<file path="config.mk">
export PLATFORM = sky130hd
export DESIGN_NAME = apb_reg_bridge_flat
export DESIGN_NICKNAME = d
export VERILOG_FILES = /design/src/rtl/apb_reg_bridge_if.sv /design/src/rtl/apb_reg_bridge.sv /design/src/flat_wrapper.sv
export SDC_FILE = /design/constraint.sdc
export NUM_CORES = 1
export LEC_CHECK = 0
export ABC_CLOCK_PERIOD_IN_PS = 2000
export CORE_MARGIN = 8
export CORE_UTILIZATION = 44
export CTS_CLUSTER_SIZE = 20
export DETAILED_ROUTE_END_ITERATION = 16
export GPL_TIMING_DRIVEN = 0
export PLACE_DENSITY = 0.85
export RECOVER_POWER = 25
export REMOVE_ABC_BUFFERS = 1
export SYNTH_ARGS = -nofsm -noshare
export SYNTH_HDL_FRONTEND = slang
export SYNTH_SLANG_ARGS = --single-unit
</file>
<file path="constraint.sdc">
create_clock -name clk -period 2 [get_ports clk]
set_input_delay 0.4 -clock clk [delete_from_list [all_inputs] [get_ports clk]]
set_output_delay 0.4 -clock clk [all_outputs]
set_load 0.05 [all_outputs]
</file>
<file path="src/rtl/apb_reg_bridge_if.sv">
// rtl/apb_reg_bridge_if.sv - APB3 slave side and register-bus master side of the bridge
interface apb_reg_bridge_if #(
    parameter int REG_AW = 8,
    parameter int REG_DW = 8
);
    logic              psel;
    logic              penable;
    logic              pwrite;
    logic [REG_AW-1:0] paddr;
    logic [REG_DW-1:0] pwdata;
    logic [REG_DW-1:0] prdata;
    logic              pready;
    logic              pslverr;
    logic              reg_req;
    logic              reg_wr;
    logic [REG_AW-1:0] reg_addr;
    logic [REG_DW-1:0] reg_wdata;
    logic [REG_DW-1:0] reg_rdata;

    modport slave (
        input  psel, penable, pwrite, paddr, pwdata, reg_rdata,
        output prdata, pready, pslverr, reg_req, reg_wr, reg_addr, reg_wdata
    );

    modport master (
        output psel, penable, pwrite, paddr, pwdata, reg_rdata,
        input  prdata, pready, pslverr, reg_req, reg_wr, reg_addr, reg_wdata
    );
endinterface

</file>
<file path="src/rtl/apb_reg_bridge.sv">
// rtl/apb_reg_bridge.sv - APB3 slave to single-cycle register-bus request bridge
module apb_reg_bridge #(
    parameter int REG_AW   = 8,
    parameter int REG_DW   = 8,
    parameter int RD_LAT   = 1,
    parameter int ADDR_MAX = 2**REG_AW-1
) (
    input logic              clk,
    input logic              rst,
    apb_reg_bridge_if.slave  bus
);
    typedef enum logic [1:0] {IDLE, REQ, WAIT, RESP} state_t;

    localparam logic [REG_AW:0] ADDR_LIM = (REG_AW+1)'(ADDR_MAX);
    localparam logic [2:0]      LAT      = 3'(RD_LAT);

    state_t            state;
    state_t            state_next;
    logic              wr_q;
    logic              err_q;
    logic [REG_AW-1:0] addr_q;
    logic [REG_DW-1:0] wdata_q;
    logic [REG_DW-1:0] prdata_q;
    logic [2:0]        cnt;
    logic              setup;

    assign setup = bus.psel && !bus.penable;

    always_ff @(posedge clk) begin
        if (rst) state <= IDLE;
        else     state <= state_next;
    end

    always_comb begin
        state_next = state;
        case (state)
            IDLE:    if (setup) state_next = REQ;
            REQ:     state_next = (wr_q || err_q) ? RESP : WAIT;
            WAIT:    if (cnt == 3'd1) state_next = RESP;
            RESP:    state_next = IDLE;
            default: state_next = IDLE;
        endcase
    end

    // Holding registers double as the register-bus address/data outputs.
    always_ff @(posedge clk) begin
        if (rst) begin
            wr_q     <= 1'b0;
            err_q    <= 1'b0;
            addr_q   <= '0;
            wdata_q  <= '0;
            prdata_q <= '0;
            cnt      <= '0;
        end else begin
            case (state)
                IDLE: begin
                    if (setup) begin
                        wr_q    <= bus.pwrite;
                        addr_q  <= bus.paddr;
                        wdata_q <= bus.pwdata;
                        err_q   <= ({1'b0, bus.paddr} > ADDR_LIM);
                    end
                end
                REQ: begin
                    if (!wr_q && !err_q) cnt <= LAT;
                    else if (!wr_q)      prdata_q <= '0;
                end
                WAIT: begin
                    cnt <= cnt - 3'd1;
                    if (cnt == 3'd1) prdata_q <= bus.reg_rdata;
                end
                default: ;
            endcase
        end
    end

    assign bus.reg_req   = (state == REQ) && !err_q;
    assign bus.reg_wr    = wr_q;
    assign bus.reg_addr  = addr_q;
    assign bus.reg_wdata = wdata_q;
    assign bus.pready    = (state == RESP);
    assign bus.pslverr   = (state == RESP) && err_q;
    assign bus.prdata    = prdata_q;
endmodule

</file>
<file path="src/flat_wrapper.sv">
// flat-port wrapper written by rule: the top's interface ports become plain ports
module apb_reg_bridge_flat 
#(
    parameter int REG_AW   = 8,
    parameter int REG_DW   = 8,
    parameter int RD_LAT   = 1,
    parameter int ADDR_MAX = 2**REG_AW-1
)
  (clk, rst, bus_psel, bus_penable, bus_pwrite, bus_paddr, bus_pwdata, bus_reg_rdata, bus_prdata, bus_pready, bus_pslverr, bus_reg_req, bus_reg_wr, bus_reg_addr, bus_reg_wdata);
  apb_reg_bridge_if #(.REG_AW(REG_AW), .REG_DW(REG_DW)) bus_i ();
  input logic clk;
  input logic rst;
  input wire logic [$bits(bus_i.psel)-1:0] bus_psel;
  input wire logic [$bits(bus_i.penable)-1:0] bus_penable;
  input wire logic [$bits(bus_i.pwrite)-1:0] bus_pwrite;
  input wire logic [$bits(bus_i.paddr)-1:0] bus_paddr;
  input wire logic [$bits(bus_i.pwdata)-1:0] bus_pwdata;
  input wire logic [$bits(bus_i.reg_rdata)-1:0] bus_reg_rdata;
  output wire logic [$bits(bus_i.prdata)-1:0] bus_prdata;
  output wire logic [$bits(bus_i.pready)-1:0] bus_pready;
  output wire logic [$bits(bus_i.pslverr)-1:0] bus_pslverr;
  output wire logic [$bits(bus_i.reg_req)-1:0] bus_reg_req;
  output wire logic [$bits(bus_i.reg_wr)-1:0] bus_reg_wr;
  output wire logic [$bits(bus_i.reg_addr)-1:0] bus_reg_addr;
  output wire logic [$bits(bus_i.reg_wdata)-1:0] bus_reg_wdata;
  assign bus_i.psel = bus_psel;
  assign bus_i.penable = bus_penable;
  assign bus_i.pwrite = bus_pwrite;
  assign bus_i.paddr = bus_paddr;
  assign bus_i.pwdata = bus_pwdata;
  assign bus_i.reg_rdata = bus_reg_rdata;
  assign bus_prdata = bus_i.prdata;
  assign bus_pready = bus_i.pready;
  assign bus_pslverr = bus_i.pslverr;
  assign bus_reg_req = bus_i.reg_req;
  assign bus_reg_wr = bus_i.reg_wr;
  assign bus_reg_addr = bus_i.reg_addr;
  assign bus_reg_wdata = bus_i.reg_wdata;
  apb_reg_bridge #(.REG_AW(REG_AW), .REG_DW(REG_DW), .RD_LAT(RD_LAT), .ADDR_MAX(ADDR_MAX)) u_core (.clk(clk), .rst(rst), .bus(bus_i));
endmodule
</file>
Yosys cells after proc, flatten, opt, wreduce, memory -nomap -nowiden
Index checks and enable logic that the tools add are counted.
{"block": "classes", "reduce_logical": 9, "n_addsub": 1, "eq_ne": 9, "muxes": 8}
{"op": "two-way mux 8 bit", "count": 2}
{"op": "one-hot mux 2 bit (4 select lines)", "count": 1}
{"op": "!= test 2 x 1 -> 1 bit (second input constant)", "count": 3}
{"op": "one-hot mux 3 bit (2 select lines)", "count": 1}
{"op": "AND reduction 2 bit", "count": 3}
{"op": "equality test 2 bit (second input constant)", "count": 2}
{"op": "two-way mux 2 bit", "count": 2}
{"op": "!= test 2 bit (second input constant)", "count": 2}
{"op": "AND reduction 4 bit", "count": 1}
{"op": "equality test 3 x 1 -> 1 bit (second input constant)", "count": 1}
{"op": "two-way mux 3 bit", "count": 1}
{"op": "subtractor 3 x 1 -> 3 bit (second input constant)", "count": 1}
{"op": "equality test 2 x 1 -> 1 bit (second input constant)", "count": 1}
{"op": "zero test 1 bit", "count": 2}
{"op": "zero test 2 bit", "count": 1}
{"op": "nonzero test 2 bit", "count": 1}
{"op": "logical AND 1 bit", "count": 1}
{"op": "two-way mux 1 bit", "count": 1}
{"block": "word_totals", "register_bits": 30, "inputBits": 29}

Depth between registers and ports, before layout
Gate-level depths: netlist of run 1.
{"block": "depth", "ltp_word": 4, "depth_mapped": 7, "ltp_nobuf": 5}

Worst setup path after synthesis of run 1
OpenSTA, ideal clock, no wires.
{"block": "synth_timing", "path_kind": "register -> register", "from": "reg u_core.state[1]", "to": "reg u_core.prdata_q[0] (netlist: u_core.bus.prdata[0])", "path_stages_with_launch": 7, "required_time_ns": 1.872, "path_buffers": 1, "slack_ns": 0.331, "arrival_ns": 1.542, "period_less_slack_ns": 1.669, "cell_sequence": "dfxtp_1 inv_1 ha_1 and4bb_1 buf_6 mux2i_1 nor2_1"}
{"block": "synth_via", "elab_chain_cells": 3, "word_cells_on_any_way": 7, "classes_between": "5 x eq/ne; 2 x reduce/logical"}
{"item": "start, declared", "line_no": "apb_reg_bridge.sv:17", "rtl": "state_t state;"}
{"item": "start signal, assigned", "line_no": "apb_reg_bridge.sv:31", "rtl": "else state <= state_next;"}
{"item": "equality test 2 x 1 -> 1 bit *"}
{"item": "named net bus_reg_req", "line_no": "flat_wrapper.sv:22", "rtl": "output wire logic [$bits(bus_i.reg_req)-1:0] bus_reg_req;"}
{"item": "!= test 2 bit (no source line) / nonzero test 2 bit (equally long branches)"}
{"item": "AND reduction 4 bit (no source line) *"}
{"item": "end signal, assigned", "line_no": "apb_reg_bridge.sv:70", "rtl": "if (cnt == 3'd1) prdata_q <= bus.reg_rdata;"}
{"item": "end, declared", "line_no": "apb_reg_bridge.sv:23", "rtl": "logic [REG_DW-1:0] prdata_q;"}
The timed path passes the listed nets; every way through them passes the cells marked *.
A chain may end at the register's enable or synchronous reset.

Final worst setup path of run 1
{"block": "layout_timing", "from": "reg u_core.wr_q (netlist: u_core.bus.reg_wr)", "to": "out bus_reg_wr"}
{"item": "start, declared", "line_no": "apb_reg_bridge.sv:19", "rtl": "logic wr_q;"}
{"item": "start signal, assigned", "line_no": "apb_reg_bridge.sv:58", "rtl": "wr_q <= bus.pwrite;"}
{"item": "end, declared", "line_no": "flat_wrapper.sv:23", "rtl": "output wire logic [$bits(bus_i.reg_wr)-1:0] bus_reg_wr;"}
No word-level cell between the ends.

==> results.cfg, run 1 <==
[grt]
grt_first_pass_wirelength_um = 5870
grt_max_degree = 33
antenna_found_initial = 0
track_usage = 0.149
first_global_vias = 1219
grt-ovfl-total = 0

[cts]
clk_pin_slew_ns = 0.09
cts_tree = yes
clock_latency_ns = 0.33
cts_max_level = 2
cts_buffers = 5
clock-sinks = 30
postCtsSetupBuffers = 0
root_buffer = clkbuf_4
cts_buffer_depth = 2

[cells_and_area]
layout.cells.non_filler = 230
multiInputGateArea_um2 = 599
antenna_cells = 0
seq_area_um2 = 601
post-route-util = 0.679
final_area_um2 = 1870
area_growth_pct = 47.5
drive_gt1_frac = 0.0402
fillers = 243
fin_nets = 233

[timing]
relSlewSlack = 0.272
rsz0062_at_grt = false
fin_crit_ns = 1.93
clock_skew_ns = 0.00965
worst_slew_pin_slew_ns = 1.09
setup_viol_count_final = 0
hold_viol_final = 0
fin_crit_sh = 0.963
fin_ws_ns = 0.0744
slew_violations = 0
clock.fmax_mhz = 519

[synth]
syn_area_um2 = 1270
yosys.area_share.adder = 0.0591
synth.top_cells.by_count = nand2_1 (35), dfxtp_1 (30), a21oi_1 (19)
synth_xor_area_frac = 0
ys_types = 27
synth_area_leaders = dfxtp_1 (47%), nand2_1 (10%), a21oi_1 (7.5%)
synth_edf_count = 0
synthArstFlopShare = 0
seq_area_frac_synth = 0.473
synth.most_common_cell = nand2_1
synthSimpleGateAreaFrac = 0.213
synth_area_leader_cell = dfxtp_1
synth-main-ff-cell = dfxtp_1
synth_top_area_frac = 0.473
netlist_instances = 144
synth_compound_area_frac = 0.126
avgSynthCellArea_um2 = 8.82
ys_seq_elements = 30
yosys_warnings = 0
synth_top_family_by_area = simple AND/OR/NAND/NOR gates
synth.mux.area_fraction = 0.0709

[job]
cap_violations = 0

[worst_setup_path]
path_max_fanout = 4
arrival_ns = 1.53
path_buf_inv = 1
r2r_setup_slack_ns = 0.19
r2r_cells = 5
rr_endpoint = u_core.bus.prdata[1]
critPathKind = reg2out
endpoint_kind = output pin
reg2reg_from = u_core.state[1]
required_ns = 1.60
crit_family = buffers and inverters
cp-start-kind = flop
path_cells = clkdlybuf4s50_1
cpMaxStageDelayCell = clkdlybuf4s50_1
slowest_delay_ns = 0.82

[placed_design]
pre_cts_slack_ns = -0.0417
place.detailed.hpwl_um = 2640
dp_cells = 222
place_area_um2 = 1800
io_buffers = 55
gp_congestion = 0.708

[routing]
dr.pass1.iters = 4
vias = 1190
first_iter_violations = 27
vias_per_cell = 5.17
wl_um = 3410
drc = 0
post_drt_wl_per_cell_um = 14.8
ant_nets = 0

[die]
die-area_um2 = 4860
start_util = 0.461
core_area_um2 = 2760
io_pins = 57
die_w_um = 69.7
rows = 19
die_h_um = 69.7

[pwr]
ir_worst_vdd_uv = 994
p_leak_nw = 0.684
pwr_density_cell_nw_per_um2 = 1080

[min_path]
holdCritStartpoint = u_core.bus.reg_addr[2]
hold_depth = 2
min_to = u_core.bus.reg_addr[2]
hold_class = reg2reg

[status]
status = finished clean
power by group:
group | leakage, nW | switching [mW] | internal, mW | total, mW
Clock | 0.0395 | 0.202 | 0.265 | 0.467
Sequential | 0.244 | 0.0616 | 0.683 | 0.744
Combinational | 0.400 | 0.499 | 0.315 | 0.815
layer usage:
metal	GRT usage	up-vias	part of all wire
met4	0.0536	0	0.016
met1	0.138	552	0.36
met5	0	-	0
li1	-	583	-
met2	0.254	48	0.50
met3	0.103	7	0.13
layout make-up:
cell class / instances / share of cell area
tap: 31 / 0.0207
clock inverter: 1 / 0.0160
timing repair buffer: 55 / 0.291
multi-input combinational: 102 / 0.320
clock buffer: 7 / 0.0240
inverter: 4 / 0.00802
sequential: 30 / 0.321
registers in the layout, summed over array words and instances, names as in the netlist:
signal and flops:
u_core.bus.prdata 8, u_core.bus.reg_addr 8, u_core.cnt 3, u_core.state 2
u_core.bus.reg_wr 1, u_core.bus.reg_wdata 8
worst max path at each step:
stage,from,to,slack [ns],cells after the start
floorplan,u_core.state[1],u_core.bus.prdata[0],0.20,5
global placement,rst,u_core.cnt[2],0.02,4
detailed placement,rst,u_core.state[1],-0.04,3
CTS,u_core.state[1],bus_reg_req,0.002,3
global route,u_core.bus.reg_wr,bus_reg_wr,0.004,1
finish,u_core.bus.reg_wr,bus_reg_wr,0.07,1
stage by stage:
step	power (mW)	hold WS, ns	setup TNS [ns]
5_1_grt	2.15	0.494	0
4_1_cts	2.05	0.460	0
2_1_floorplan	1.30	0.448	0
3_3_place_gp	1.53	0.441	0
6_report	2.03	0.459	0
3_5_place_dp	1.58	0.447	-0.0795
logic make-up after synthesis:
group,count (synthesis)
AOI/OAI and AO/OA,28
adders and majority gates,6
buffers and inverters,12
DFF,30
muxes,9
other,1
and+or+nand+nor,58
repair_timing:
item	4_1_cts	5_1_grt
setup endpoints to repair	2	1
resized for setup	2	2
hold buffers	0	0
layout by cell type (no fill, tap or decap):
cell / Yosys / layout
nand2b_1: 4 / 4
bufinv_16: 0 / 1
dlygate4sd2_1: 0 / 1
clkbuf_4: 0 / 5
and4bb_1: 1 / 1
o21ai_0: 3 / 3
and2_0: 0 / 1
nand3b_1: 2 / 2
a22oi_1: 1 / 1
a311oi_1: 1 / 1
mux2i_1: 9 / 9
nand2_1: 35 / 35
clkbuf_1: 0 / 2
nand2b_4: 1 / 1
inv_1: 4 / 4
dfxtp_1: 30 / 30
a21oi_1: 19 / 19
a2111oi_0: 1 / 1
o21a_1: 1 / 1
clkbuf_2: 0 / 1
dlygate4sd3_1: 0 / 1
ha_1: 6 / 6
nor2b_1: 2 / 2
a211oi_1: 1 / 1
nor2_1: 10 / 10
and2b_1: 1 / 1
a221o_1: 1 / 1
conb_1: 1 / 1
clkdlybuf4s50_1: 0 / 52
and3b_1: 1 / 1
Power figures use the tool's default switching activity.
==> run 2: changes to the inputs <==
--- a/config.mk
+++ b/config.mk
@@ -10,6 +10,7 @@
 export CORE_UTILIZATION = 44
 export CTS_CLUSTER_SIZE = 20
 export DETAILED_ROUTE_END_ITERATION = 16
+export GPL_ROUTABILITY_DRIVEN = 0
 export GPL_TIMING_DRIVEN = 0
 export PLACE_DENSITY = 0.85
 export RECOVER_POWER = 25
==> results of run 2 <==
Final layout, timing and power as in run 1 (identical DEF).
